[config.mk]
export PLATFORM = sky130hd
export DESIGN_NAME = logbar_scheduler
export DESIGN_NICKNAME = d
export VERILOG_FILES = /design/src/rtl/logbar_scheduler_pkg.sv /design/src/rtl/logbar_scheduler_rr_arb2.sv /design/src/rtl/logbar_scheduler.sv
export SDC_FILE = /design/constraint.sdc
export NUM_CORES = 1
export LEC_CHECK = 0
export CAP_MARGIN = 20
export CORE_MARGIN = 5
export CORE_UTILIZATION = 47
export CTS_CLUSTER_SIZE = 24
export DETAILED_ROUTE_END_ITERATION = 6
export GPL_TIMING_DRIVEN = 1
export PLACE_DENSITY = 0.79
export SYNTH_ARGS = -nofsm -noshare
export SYNTH_HDL_FRONTEND = slang
export SYNTH_SLANG_ARGS = --single-unit
export TNS_END_PERCENT = 100
[constraint.sdc]
create_clock -name Clock -period 2.78 [get_ports Clock]
set_input_delay 0.556 -clock Clock [delete_from_list [all_inputs] [get_ports Clock]]
set_output_delay 0.556 -clock Clock [all_outputs]
set_load 0.1 [all_outputs]
[src/rtl/logbar_scheduler_pkg.sv]
`default_nettype none
// ============================================================================
//  Module   : logbar_scheduler_pkg
//  Purpose  : Shared types and constants for the log-bar frame scheduler:
//             FSM state encoding, channel identifiers and bar width.
//  Revision : 1.0  initial release
// ============================================================================
package logbar_scheduler_pkg;

   // Per-bin walk: read magnitude, latch it, start converter, wait, write bar.
   typedef enum logic [2:0] {
      ST_IDLE  = 3'd0,
      ST_RD    = 3'd1,
      ST_LATCH = 3'd2,
      ST_START = 3'd3,
      ST_WAIT  = 3'd4,
      ST_WR    = 3'd5,
      ST_DONE  = 3'd6
   } state_t;

   localparam logic CH_L  = 1'b0;
   localparam logic CH_R  = 1'b1;
   localparam int   BAR_W = 7;

endpackage
`default_nettype wire

[src/rtl/logbar_scheduler_rr_arb2.sv]
`default_nettype none
// ============================================================================
//  Module   : rr_arb2
//  Purpose  : Two-requester round-robin arbiter. Holds the pending frame
//             flags for the left/right channels and the last-served channel.
//  Revision : 1.0  initial release
// ============================================================================
module rr_arb2
   import logbar_scheduler_pkg::*;
(
   input  logic       Clock,
   input  logic       Reset,
   input  logic [1:0] req,       // bit 0 = left, bit 1 = right
   input  logic       grant_en,  // scheduler is idle and can accept a frame
   output logic       grant,
   output logic       ch
);

   logic [1:0] pend_q, pend_d;
   logic       last_ch_q, last_ch_d;

   // Choose a channel; a tie goes to the channel not served last. The last
   // channel is recorded at grant time: no further grant can happen before
   // the frame ends, so this matches recording it when the frame completes.
   always_comb begin
      grant     = grant_en & (|pend_q);
      if (pend_q == 2'b11) begin
         ch = ~last_ch_q;
      end else begin
         ch = pend_q[1] ? CH_R : CH_L;
      end
      pend_d    = pend_q;
      last_ch_d = last_ch_q;
      if (grant) begin
         pend_d[ch] = 1'b0;
         last_ch_d  = ch;
      end
      // A request arriving with its own grant must survive the clear.
      pend_d = pend_d | req;
   end

   // Pending flags and last-served channel; lastCh starts at R so L wins the first tie.
   always_ff @(posedge Clock or posedge Reset) begin
      if (Reset) begin
         pend_q    <= 2'b00;
         last_ch_q <= CH_R;
      end else begin
         pend_q    <= pend_d;
         last_ch_q <= last_ch_d;
      end
   end

endmodule
`default_nettype wire

[src/rtl/logbar_scheduler.sv]
`default_nettype none
// ============================================================================
//  Module   : logbar_scheduler
//  Purpose  : Shares one FFT log-bar converter between the left and right
//             magnitude buffers. Walks every bin of a granted channel, runs
//             the converter with a watchdog, writes bar heights to bar RAM.
//  Revision : 1.0  initial release
// ============================================================================
module logbar_scheduler
   import logbar_scheduler_pkg::*;
#(
   parameter int BW_INPUT    = 18,
   parameter int N_BINS_LOG2 = 5,
   parameter int TIMEOUT     = 40
) (
   input  logic                   Clock,
   input  logic                   Reset,
   input  logic                   ReqL,
   input  logic                   ReqR,
   output logic                   AckL,
   output logic                   AckR,
   output logic                   MagRe,
   output logic [N_BINS_LOG2:0]   MagAddr,
   input  logic [BW_INPUT-1:0]    MagData,
   output logic                   ConvStart,
   output logic [BW_INPUT-1:0]    ConvIn,
   input  logic [BAR_W-1:0]       ConvOut,
   input  logic                   ConvEnd,
   output logic                   BarWe,
   output logic [N_BINS_LOG2:0]   BarAddr,
   output logic [BAR_W-1:0]       BarData,
   output logic                   Busy,
   output logic                   ErrTimeout
);

   localparam int                     CNT_W    = (TIMEOUT > 1) ? $clog2(TIMEOUT) : 1;
   localparam logic [CNT_W-1:0]       CNT_LAST = CNT_W'(TIMEOUT - 1);
   localparam logic [N_BINS_LOG2-1:0] BIN_LAST = '1;

   state_t                  state_q, state_d;
   logic                    ch_q, ch_d;
   logic [N_BINS_LOG2-1:0]  bin_q, bin_d;
   logic [CNT_W-1:0]        cnt_q, cnt_d;
   logic                    mag_re_q, mag_re_d;
   logic [N_BINS_LOG2:0]    mag_addr_q, mag_addr_d;
   logic                    conv_start_q, conv_start_d;
   logic [BW_INPUT-1:0]     conv_in_q, conv_in_d;
   logic                    bar_we_q, bar_we_d;
   logic [N_BINS_LOG2:0]    bar_addr_q, bar_addr_d;
   logic [BAR_W-1:0]        bar_data_q, bar_data_d;
   logic                    busy_q, busy_d;
   logic                    ack_l_q, ack_l_d;
   logic                    ack_r_q, ack_r_d;
   logic                    err_q, err_d;

   logic                    arb_grant;
   logic                    arb_ch;

   rr_arb2 u_arb (
      .Clock    (Clock),
      .Reset    (Reset),
      .req      ({ReqR, ReqL}),
      .grant_en (state_q == ST_IDLE),
      .grant    (arb_grant),
      .ch       (arb_ch)
   );

   // Next-state logic; outputs are derived from the next state so every port is a flop.
   always_comb begin
      state_d    = state_q;
      ch_d       = ch_q;
      bin_d      = bin_q;
      cnt_d      = cnt_q;
      conv_in_d  = conv_in_q;
      bar_data_d = bar_data_q;
      err_d      = 1'b0;

      case (state_q)
         ST_IDLE: begin
            if (arb_grant) begin
               state_d = ST_RD;
               ch_d    = arb_ch;
               bin_d   = '0;
            end
         end
         ST_RD:    state_d = ST_LATCH;
         ST_LATCH: begin
            conv_in_d = MagData;
            state_d   = ST_START;
         end
         ST_START: begin
            cnt_d   = '0;
            state_d = ST_WAIT;
         end
         ST_WAIT: begin
            if (ConvEnd) begin
               bar_data_d = ConvOut;
               state_d    = ST_WR;
            end else if (cnt_q == CNT_LAST) begin
               // Hung converter: write an empty bar and move on.
               bar_data_d = '0;
               err_d      = 1'b1;
               state_d    = ST_WR;
            end else begin
               cnt_d = cnt_q + CNT_W'(1);
            end
         end
         ST_WR: begin
            if (bin_q == BIN_LAST) begin
               state_d = ST_DONE;
            end else begin
               bin_d   = bin_q + N_BINS_LOG2'(1);
               state_d = ST_RD;
            end
         end
         ST_DONE:  state_d = ST_IDLE;
         default:  state_d = ST_IDLE;
      endcase

      mag_re_d     = (state_d == ST_RD);
      conv_start_d = (state_d == ST_START);
      bar_we_d     = (state_d == ST_WR);
      busy_d       = (state_d != ST_IDLE);
      ack_l_d      = (state_d == ST_DONE) && (ch_d == CH_L);
      ack_r_d      = (state_d == ST_DONE) && (ch_d == CH_R);
      mag_addr_d   = (state_d == ST_RD) ? {ch_d, bin_d} : mag_addr_q;
      bar_addr_d   = (state_d == ST_WR) ? {ch_d, bin_d} : bar_addr_q;
   end

   // State, counters and registered outputs; reset abandons any frame in flight.
   always_ff @(posedge Clock or posedge Reset) begin
      if (Reset) begin
         state_q      <= ST_IDLE;
         ch_q         <= CH_L;
         bin_q        <= '0;
         cnt_q        <= '0;
         mag_re_q     <= 1'b0;
         mag_addr_q   <= '0;
         conv_start_q <= 1'b0;
         conv_in_q    <= '0;
         bar_we_q     <= 1'b0;
         bar_addr_q   <= '0;
         bar_data_q   <= '0;
         busy_q       <= 1'b0;
         ack_l_q      <= 1'b0;
         ack_r_q      <= 1'b0;
         err_q        <= 1'b0;
      end else begin
         state_q      <= state_d;
         ch_q         <= ch_d;
         bin_q        <= bin_d;
         cnt_q        <= cnt_d;
         mag_re_q     <= mag_re_d;
         mag_addr_q   <= mag_addr_d;
         conv_start_q <= conv_start_d;
         conv_in_q    <= conv_in_d;
         bar_we_q     <= bar_we_d;
         bar_addr_q   <= bar_addr_d;
         bar_data_q   <= bar_data_d;
         busy_q       <= busy_d;
         ack_l_q      <= ack_l_d;
         ack_r_q      <= ack_r_d;
         err_q        <= err_d;
      end
   end

   assign MagRe      = mag_re_q;
   assign MagAddr    = mag_addr_q;
   assign ConvStart  = conv_start_q;
   assign ConvIn     = conv_in_q;
   assign BarWe      = bar_we_q;
   assign BarAddr    = bar_addr_q;
   assign BarData    = bar_data_q;
   assign Busy       = busy_q;
   assign AckL       = ack_l_q;
   assign AckR       = ack_r_q;
   assign ErrTimeout = err_q;

endmodule
`default_nettype wire
==> reports/results.tsv <==
stage	metric	value	unit
critical_path	critical_path_class	reg -> reg	
timing	tightest_slew	0.519	ns
detailed_routing	antenna_left	0	
detailed_routing	routedWlPerCell	15.3	µm
worst_hold_path	whs_path_depth	1	
floorplan	dieWidth	84.8	µm
clock_tree	clock_sinks	62	
final_layout	drive_above_1_share	0.376	
detailed_routing	top_layer_used	met4	
timing	fin_skew	0.00420	ns
logic_synthesis	seq_area_frac_synth	0.591	
logic_synthesis	syn_area_per_cell	13.4	µm²
detailed_routing	drt-pass1-iter-count	4	
clock_tree	clkTransAtPathRegs	0.07	ns
flow_run	cap_violations	0	
global_route	grt_max_degree	63	
critical_path	arrival	2.22	ns
detailed_routing	met1_length	2370	µm
floorplan	dieArea	7190	µm²
floorplan	rows	27	
timing	min_period	2.01	ns
clock_tree	hold_buffers	0	
worst_hold_path	hp-start	MagAddr[0]	
floorplan	die_y	84.8	µm
logic_synthesis	syn-instance-count	196	
logic_synthesis	yosysTopAreaCellShare	0.581	
final_layout	area.growth.synth_to_final	33.6	%
clock_tree	cts_tree	done	
logic_synthesis	synth.cell_area	2630	µm²
worst_hold_path	min_to	MagAddr[0]	
worst_hold_path	hold_class	reg -> reg	
critical_path	start_kind	flip-flop	
floorplan	start_util	0.480	
logic_synthesis	synthesis.nets	228	
logic_synthesis	ys_warn_count	0	
timing	hold_violations	0	
detailed_routing	routed_wl	5360	µm
detailed_routing	drcViolationCount	0	
timing	setup_viol	0	
final_layout	antenna_cells	0	
place	dp.final_hpwl	3750	µm
timing	rsz0062_at_grt	false	
timing	slew_headroom	0.653	
final_layout	final_common_cell	dfrtp_1	
timing	fmax	497	MHz
final_layout	mostFrequentLayoutCells	61 x dfrtp_1, 45 x buf_4, 29 x clkdlybuf4s50_1	
final_layout	final_nets	306	
floorplan	coreArea	5470	µm²
clock_tree	htreeDepth	3	
place	port_buffers	73	
logic_synthesis	ys_types	39	
clock_tree	post_cts_buffers	0	
final_layout	fillers	436	
critical_path	cp.required	2.99	ns
logic_synthesis	synth_seq_cells	62	
detailed_routing	drt_iter0_markers	152	
clock_tree	cts_buffer_depth	2	
critical_path	worst_r2r_startpoint	cnt_q[0]	
timing	post-route-period-util	0.723	
place	gp_congestion	0.820	
critical_path	regToRegEndpoint	BarAddr[0]	
global_route	grt-ovfl-total	0	
logic_synthesis	synthTopCellsByArea	dfrtp_1 58%, mux2_2 9.9%, a22o_1 3.7%	
detailed_routing	vias_per_cell	5.14	
critical_path	regToRegSetupSlack	0.77	ns
clock_tree	ctsRootBufferMaster	clkbuf_8	
logic_synthesis	yosys.area.top_type	dfrtp_1	
detailed_routing	wl_met2	2540	µm
global_route	antenna_found_initial	0	
critical_path	crit_path_end_kind	flip-flop	
global_route	grt_pass1_vias	1891	
floorplan	io_pins	74	
outcome	outcome	finished, final reports clean	
clock_tree	cts_buffers	9	
detailed_routing	wl_met3	343	µm
critical_path	cp_max_fo	15	
global_route	grt_pass1_wl	9130	µm
timing	drv_slew	0	
critical_path	rr_worst_depth	5	
detailed_routing	vias	1803	
global_route	track_usage	0.162	
timing	fin_setup_tns	0	ns
clock_tree	clk_latency	0.33	ns
clock_tree	ctsResizeCount	0	
==> critical path: stages, from the launching register on <==
cell      delay, ns
dfrtp_1        0.43
ha_1           0.26
and4bb_1       0.22
and2_4         0.19
o21ai_4        0.39
mux2_2         0.40
==> stage by stage <==
stage	hold WS [ns]	setup WS (ns)	utilization	instance area [µm²]	std cells
after CTS	0.496	0.761	0.642	3510	351
after global placement	0.467	0.680	0.601	3290	335
after detailed placement	0.469	0.613	0.601	3290	335
final	0.491	0.770	0.642	3510	351
after floorplan	0.472	0.684	-	2630	196
after global routing	0.531	0.659	0.642	3510	351
==> synthesized netlist by cell type <==
| master | number |
|---|---|
| and2b_1 | 1 |
| nor2b_1 | 3 |
| nand4_1 | 4 |
| inv_1 | 6 |
| nor2_1 | 10 |
| mux2_4 | 3 |
| a21boi_0 | 2 |
| o31ai_1 | 1 |
| nor3_4 | 1 |
| o221a_2 | 1 |
| nor3b_4 | 1 |
| or3_4 | 1 |
| buf_6 | 6 |
| o21ai_0 | 4 |
| dfstp_2 | 1 |
| o21ai_4 | 2 |
| a41oi_2 | 1 |
| a311oi_1 | 1 |
| a22o_1 | 11 |
| and2_4 | 2 |
| and3b_1 | 1 |
| or2_2 | 3 |
| and4bb_1 | 1 |
| ha_1 | 2 |
| nor4b_2 | 1 |
| mux2_2 | 23 |
| a311oi_2 | 1 |
| a21o_1 | 3 |
| a31oi_1 | 1 |
| and3_1 | 2 |
| o2111ai_1 | 1 |
| buf_2 | 2 |
| o211ai_1 | 2 |
| nand2_1 | 12 |
| xor2_1 | 3 |
| a21oi_1 | 6 |
| o21a_2 | 1 |
| nand3_1 | 8 |
| dfrtp_1 | 61 |
==> area by class of cell <==
class / count / area (µm²) / area share
clock buffers: 10 / 138 / 0.0392
clock inverters: 6 / 85.1 / 0.0242
inverters: 6 / 22.5 / 0.00641
multi-input cells: 120 / 975 / 0.278
flip-flops and latches: 62 / 1550 / 0.442
well taps: 72 / 90.1 / 0.0257
repair buffers: 75 / 648 / 0.185
==> state kept, by name, summed over array words and instances (netlist names), 2 cells and up <==
signal        count
u_arb.pend_q      2
BarData           7
MagAddr           6
ConvIn           18
BarAddr           6
bin_q             5
state_q           3
cnt_q             6
==> how the worst max path moves through the flow <==
stage | start | to | slack (ns)
5_1_grt | cnt_q[0] | BarAddr[0] | 0.66
4_1_cts | cnt_q[0] | BarAddr[0] | 0.76
6_report | cnt_q[0] | BarAddr[0] | 0.77
3_5_place_dp | ConvEnd | BarAddr[0] | 0.61
3_3_place_gp | ConvEnd | BarAddr[5] | 0.68
2_1_floorplan | Reset | AckL | 0.68
==> routing by layer <==
layer | up-vias | global-route usage
met4 | 0 | 0.0820
li1 | 861 | -
met3 | 10 | 0.0550
met2 | 46 | 0.242
met5 | - | 0
met1 | 886 | 0.209
==> kinds of logic after synthesis <==
group           Yosys count  share of synthesized area
compound gates           38                      0.120
xor+xnor                  3                     0.0100
fa+ha+maj                 2                    0.00952
flops                    62                      0.591
simple gates             51                      0.116
buf+inv                  14                     0.0381
mux                      26                      0.116
Power is left out: the tool's default activity adds up to more than one toggle a clock period on the data nets, which glitch-free logic cannot reach.
